<file path="src/rtl/module_instr_encoder.sv">
// Program loader: encodes decoded RV32I field bundles (lw, sw, R, beq, I-ALU, jal)
// and writes them to instruction memory at sequential word addresses.
module module_instr_encoder #(
    parameter int ADDR_W    = 6,
    parameter int BASE_ADDR = 0
) (
    input  logic              clk_i,
    input  logic              rst_n_i,
    input  logic              start_i,
    input  logic              valid_i,
    output logic              ready_o,
    input  logic [2:0]        type_i,
    input  logic [2:0]        funct3_i,
    input  logic              funct7b5_i,
    input  logic [4:0]        rd_i,
    input  logic [4:0]        rs1_i,
    input  logic [4:0]        rs2_i,
    input  logic [20:0]       imm_i,
    input  logic              last_i,
    output logic              we_o,
    output logic [ADDR_W-1:0] waddr_o,
    output logic [31:0]       wdata_o,
    output logic [ADDR_W:0]   count_o,
    output logic              busy_o,
    output logic              done_o,
    output logic              err_o
);

    localparam logic [2:0] S_IDLE  = 3'd0;
    localparam logic [2:0] S_LOAD  = 3'd1;
    localparam logic [2:0] S_WRITE = 3'd2;
    localparam logic [2:0] S_DONE  = 3'd3;
    localparam logic [2:0] S_ERROR = 3'd4;

    localparam logic [ADDR_W-1:0] BASE      = ADDR_W'(BASE_ADDR);
    localparam logic [ADDR_W-1:0] ADDR_LAST = '1;
    localparam logic [ADDR_W:0]   COUNT_MAX = {1'b1, {ADDR_W{1'b0}}};

    logic [2:0]        state_q, state_d;
    logic [ADDR_W-1:0] addr_q, addr_d;
    logic [ADDR_W:0]   count_q, count_d;
    logic [31:0]       wdata_q, wdata_d;
    logic              last_q, last_d;

    logic [31:0] enc_word;
    logic        enc_legal;
    logic        fits12;
    logic        fits13;
    logic        accept;

    always_comb begin
        // Immediate fits when every bit above the sign bit replicates it.
        fits12    = (imm_i[20:11] == {10{imm_i[11]}});
        fits13    = (imm_i[20:12] == {9{imm_i[12]}});
        enc_word  = 32'h0;
        enc_legal = 1'b0;
        case (type_i)
            3'd0: begin
                enc_word  = {imm_i[11:0], rs1_i, 3'b010, rd_i, 7'b0000011};
                enc_legal = fits12;
            end
            3'd1: begin
                enc_word  = {imm_i[11:5], rs2_i, rs1_i, 3'b010, imm_i[4:0], 7'b0100011};
                enc_legal = fits12;
            end
            3'd2: begin
                enc_word  = {1'b0, funct7b5_i, 5'b0, rs2_i, rs1_i, funct3_i, rd_i, 7'b0110011};
                enc_legal = 1'b1;
            end
            3'd3: begin
                enc_word  = {imm_i[12], imm_i[10:5], rs2_i, rs1_i, 3'b000,
                             imm_i[4:1], imm_i[11], 7'b1100011};
                enc_legal = fits13 & ~imm_i[0];
            end
            3'd4: begin
                enc_word  = {imm_i[11:0], rs1_i, funct3_i, rd_i, 7'b0010011};
                enc_legal = fits12;
            end
            3'd5: begin
                enc_word  = {imm_i[20], imm_i[10:1], imm_i[11], imm_i[19:12], rd_i, 7'b1101111};
                enc_legal = ~imm_i[0];
            end
            default: begin
                enc_word  = 32'h0;
                enc_legal = 1'b0;
            end
        endcase
    end

    // A start request always wins, so a coincident bundle is never taken.
    assign accept = (state_q == S_LOAD) & valid_i & ~start_i;

    always_comb begin
        state_d = state_q;
        addr_d  = addr_q;
        count_d = count_q;
        wdata_d = wdata_q;
        last_d  = last_q;
        case (state_q)
            S_LOAD: begin
                if (accept) begin
                    if (enc_legal) begin
                        wdata_d = enc_word;
                        last_d  = last_i;
                        state_d = S_WRITE;
                    end else begin
                        state_d = S_ERROR;
                    end
                end
            end
            S_WRITE: begin
                addr_d  = addr_q + 1'b1;
                count_d = (count_q == COUNT_MAX) ? count_q : count_q + 1'b1;
                if (last_q) begin
                    state_d = S_DONE;
                end else if (addr_q == ADDR_LAST) begin
                    state_d = S_ERROR;
                end else begin
                    state_d = S_LOAD;
                end
            end
            default: state_d = state_q;
        endcase
        if (start_i) begin
            state_d = S_LOAD;
            addr_d  = BASE;
            count_d = '0;
        end
    end

    always_ff @(posedge clk_i or negedge rst_n_i) begin
        if (!rst_n_i) begin
            state_q <= S_IDLE;
            addr_q  <= BASE;
            count_q <= '0;
            wdata_q <= 32'h0;
            last_q  <= 1'b0;
        end else begin
            state_q <= state_d;
            addr_q  <= addr_d;
            count_q <= count_d;
            wdata_q <= wdata_d;
            last_q  <= last_d;
        end
    end

    assign ready_o = (state_q == S_LOAD);
    assign we_o    = (state_q == S_WRITE);
    assign busy_o  = (state_q == S_LOAD) | (state_q == S_WRITE);
    assign done_o  = (state_q == S_DONE);
    assign err_o   = (state_q == S_ERROR);
    assign waddr_o = addr_q;
    assign wdata_o = wdata_q;
    assign count_o = count_q;

endmodule

</file>
<file path="config.mk">
export PLATFORM = sky130hd
export DESIGN_NAME = module_instr_encoder
export DESIGN_NICKNAME = d
export VERILOG_FILES = /design/src/rtl/module_instr_encoder.sv
export SDC_FILE = /design/constraint.sdc
export NUM_CORES = 1
export LEC_CHECK = 0
export ABC_CLOCK_PERIOD_IN_PS = 2400
export CAP_MARGIN = 5
export CORE_MARGIN = 4
export CORE_UTILIZATION = 40
export CTS_CLUSTER_DIAMETER = 100
export DETAILED_ROUTE_END_ITERATION = 6
export GPL_TIMING_DRIVEN = 0
export MAX_ROUTING_LAYER = met4
export PLACE_DENSITY = 0.73
export SLEW_MARGIN = 25
export SYNTH_ARGS = -nofsm -noshare
export SYNTH_HDL_FRONTEND = slang
export SYNTH_SLANG_ARGS = --single-unit
</file>
<file path="constraint.sdc">
create_clock -name clk_i -period 2.4 [get_ports clk_i]
set_input_delay 0.24 -clock clk_i [delete_from_list [all_inputs] [get_ports clk_i]]
set_output_delay 0.24 -clock clk_i [all_outputs]
set_load 0.005 [all_outputs]
</file>
==> impl_metrics.toml <==
[floorplanning]
initial_core_util = 0.419
die-width_um = 90.3
placementRows = 29
floorplan_core_area_um2 = 6460
floorplan.io_pins = 98
dieArea_um2 = 8150
chipHeight_um = 90.3

[timing]
fmax_mhz = 422
fin_crit_ns = 2.37
final_min_period_over_clock_period = 0.988
clock_skew_ns = 0.00781
timing.max_slew.rel_slack = 0.433
timing.final.max_slew_violations = 0
setup_viol = 0
fin_setup_tns_ns = 0
timing_hold_violations_final = 0
fin_ws_ns = 0.0280
worstMarginPinSlew_ns = 0.845
worst_hold_check_slack_ns = 0.443

[clock_tree]
clock_sinks = 47
cts_buffers = 5
clock_tree.root_cell = "sky130_fd_sc_hd__clkbuf_8"
htreeDepth = 2
cts_max_path_buffers = 2
clk_pin_slew_ns = 0.10
cts_tree = "yes"
clkLatencyLatePin_ns = 0.30

[global_routing]
grt_pass1_vias = 2395
grtUsageTotal = 0.177
antenna_violations_before_repair = 0
first_pass_grt_wire_length_um = 11600
grt_overflow = 0
grt_max_degree = 48

[place]
place_worst_setup_slack_ns = -0.428
portBuffers = 97
gp_congestion = 0.871
hpwl_um = 5440

[route]
antenna_violating_nets_post_route = 0
drt_iter0_drc = 112
vias = 2431
detail_route.wl_per_cell_um = 16.2
drt_drc_violations_left = 0
drt_pass1_iterations = 4
routed_via_density = 5.38
totalWireLength_um = 7330

[worst_setup_path]
worst_r2r_path_depth = 8
data_required_time_of_the_worst_path_ns = 2.59
startpoint_type = "input pin"
kind_of_critical_path = "input pin to flip-flop"
ff2ff_setup_slack_ns = 0.10
rr_endpoint = "wdata_o[8]"
worstSetupEndpointType = "flip-flop"
critical_path_peak_fanout = 8
regToRegStartpoint = "state_q[2]"
arrival_ns = 2.56

[finish]
fillCellCount = 581
insertedDiodeCount = 0
nNetsFinal = 425
footprint_of_the_multi_input_gates_um2 = 1350
seqCellArea_um2 = 1180
area_delta_synth_final_pct = 45.1
drive_above_1_share = 0.128

[synthesis]
synth_area_per_cell_um2 = 10.1
post_synth_edffs = 0
async_reset_ff_frac = 1.00
yosysSeqAreaShare = 0.434
synth_cell_type_count = 48
yosysWarningCount = 0
synth_seq_cells = 47
synth.net_count = 318
synth.cell_area_um2 = 2710
synth-main-ff-cell = "sky130_fd_sc_hd__dfrtp_1"
postSynthCellCount = 267

[worst_hold_path]
min-delay-path-class = "input pin to flip-flop"
hold_start = "imm_i[0]"
endpoint_of_the_worst_hold_timing_path = "wdata_o[3]"
hold_path_depth = 3

[run_status]
status = "complete, no violations"

[pwr]
peakVddDrop_mv = 0.411
power-per-cell-area_nw_per_um2 = 761
leak_pwr_nw = 1.68

[job]
max_cap_violations = 0
metal layers:
metal  wire length [um]  track usage  share of wire
met1               3360        0.233           0.46
met2               3480        0.284           0.47
met3                411       0.0350          0.056
met4                 78       0.0395          0.011
met5                  0            -              0
Yosys cell counts, types with 7 or more instances:
| master | n | area (um2) |
|---|---|---|
| sky130_fd_sc_hd__nand3_1 | 15 | 75.1 |
| sky130_fd_sc_hd__clkbuf_1 | 7 | 26.3 |
| sky130_fd_sc_hd__mux2_4 | 20 | 300 |
| sky130_fd_sc_hd__o22ai_1 | 14 | 87.6 |
| sky130_fd_sc_hd__inv_1 | 20 | 75.1 |
| sky130_fd_sc_hd__nand2_1 | 19 | 71.3 |
| sky130_fd_sc_hd__dfrtp_1 | 47 | 1180 |
| sky130_fd_sc_hd__a21oi_1 | 7 | 35.0 |
| sky130_fd_sc_hd__o21ai_0 | 14 | 70.1 |
| sky130_fd_sc_hd__nor2_1 | 19 | 71.3 |
worst max-delay path by stage:
stage                     startpoint     endpoint  slack [ns]
after floorplan           state_q[2]       last_q        0.22
after global placement     type_i[0]   wdata_o[8]       -0.39
after global routing       imm_i[15]  wdata_o[14]      -0.002
after detailed placement   type_i[0]   wdata_o[5]       -0.43
after CTS                 state_q[2]         we_o       0.006
final                      type_i[0]   wdata_o[8]        0.03
worst max-delay path: stages:
cell and delay [ns]:
sky130_fd_sc_hd__dlygate4sd2_1 0.31, sky130_fd_sc_hd__and2_1 0.17, sky130_fd_sc_hd__buf_6 0.13, sky130_fd_sc_hd__or3b_4 0.38
sky130_fd_sc_hd__or4_4 0.45, sky130_fd_sc_hd__a31oi_4 0.35, sky130_fd_sc_hd__clkbuf_16 0.23, sky130_fd_sc_hd__mux2_4 0.30
power breakdown:
| part | switching, mW | internal [mW] | total (mW) |
|---|---|---|---|
| combinational | 0.396 | 0.878 | 1.27 |
| sequential | 0.171 | 1.04 | 1.21 |
| clock | 0.294 | 0.209 | 0.503 |
| total | 0.861 | 2.13 | 2.99 |
flip-flops by register name, indices dropped and copies added (netlist names):
register	flops
wdata_o	30
count_o	7
waddr_o	6
state_q	3
last_q	1
logic make-up (layout without fill, tap and decap cells):
family | count (synthesis) | in the layout | share of synthesized area
compound gates | 59 | 59 | 0.148
mux | 26 | 26 | 0.133
buf+inv | 36 | 144 | 0.0698
fa+ha+maj | 3 | 3 | 0.0139
flops | 47 | 47 | 0.434
xor+xnor | 11 | 11 | 0.0356
simple gates | 85 | 85 | 0.165
layout by cell type, fill, tap and decap left out, types with 2 or more instances in the layout:
cell type                         instances
sky130_fd_sc_hd__a21oi_1                  7
sky130_fd_sc_hd__nand2_1                 19
sky130_fd_sc_hd__and2_1                   3
sky130_fd_sc_hd__mux2i_1                  6
sky130_fd_sc_hd__clkbuf_8                 5
sky130_fd_sc_hd__or3b_4                   3
sky130_fd_sc_hd__buf_12                   2
sky130_fd_sc_hd__a31oi_1                  3
sky130_fd_sc_hd__buf_4                    7
sky130_fd_sc_hd__nor2b_1                  3
sky130_fd_sc_hd__inv_1                   20
sky130_fd_sc_hd__clkbuf_1                 6
sky130_fd_sc_hd__nor3_1                   2
sky130_fd_sc_hd__mux2_4                  20
sky130_fd_sc_hd__and3_1                   4
sky130_fd_sc_hd__a22o_1                   6
sky130_fd_sc_hd__nor2_1                  19
sky130_fd_sc_hd__buf_6                    2
sky130_fd_sc_hd__o22ai_1                 14
sky130_fd_sc_hd__clkdlybuf4s50_1         92
sky130_fd_sc_hd__xnor2_1                  5
sky130_fd_sc_hd__dfrtp_1                 47
sky130_fd_sc_hd__nand4_1                  3
sky130_fd_sc_hd__dlymetal6s2s_1           2
sky130_fd_sc_hd__ha_1                     3
sky130_fd_sc_hd__nor4_1                   2
sky130_fd_sc_hd__xor2_1                   6
sky130_fd_sc_hd__o21ai_0                 14
sky130_fd_sc_hd__nand3_1                 15
sky130_fd_sc_hd__and4_1                   2
sky130_fd_sc_hd__nor3b_1                  2
sky130_fd_sc_hd__clkinvlp_4               2
sky130_fd_sc_hd__a22oi_1                  6
final cells by class:
cell class	instances	area share
plain buffers	15	0.0302
clock buffers	5	0.0175
clock inverters	3	0.00605
inverters	20	0.0191
multi-input cells	184	0.344
flip-flops and latches	47	0.299
well taps	77	0.0245
repair buffers	101	0.259
per-stage QoR:
| stage | cells | power [mW] | area [um2] | utilization |
|---|---|---|---|---|
| after floorplan | 267 | 1.71 | 2710 | - |
| after global placement | 441 | 2.46 | 3770 | 0.584 |
| after detailed placement | 441 | 2.48 | 3770 | 0.584 |
| after CTS | 450 | 3.01 | 3880 | 0.601 |
| after global routing | 452 | 3.18 | 3930 | 0.608 |
| final | 452 | 2.99 | 3930 | 0.608 |
timing repair:
item,CTS,global route
resized for setup,5,9
gates cloned,0,1
hold endpoints to repair,47,0
setup buffers,0,2
endpoints found under the setup margin,21,21
hold buffers,1,0
pin swaps,1,2
Power figures use the tool's default switching activity.
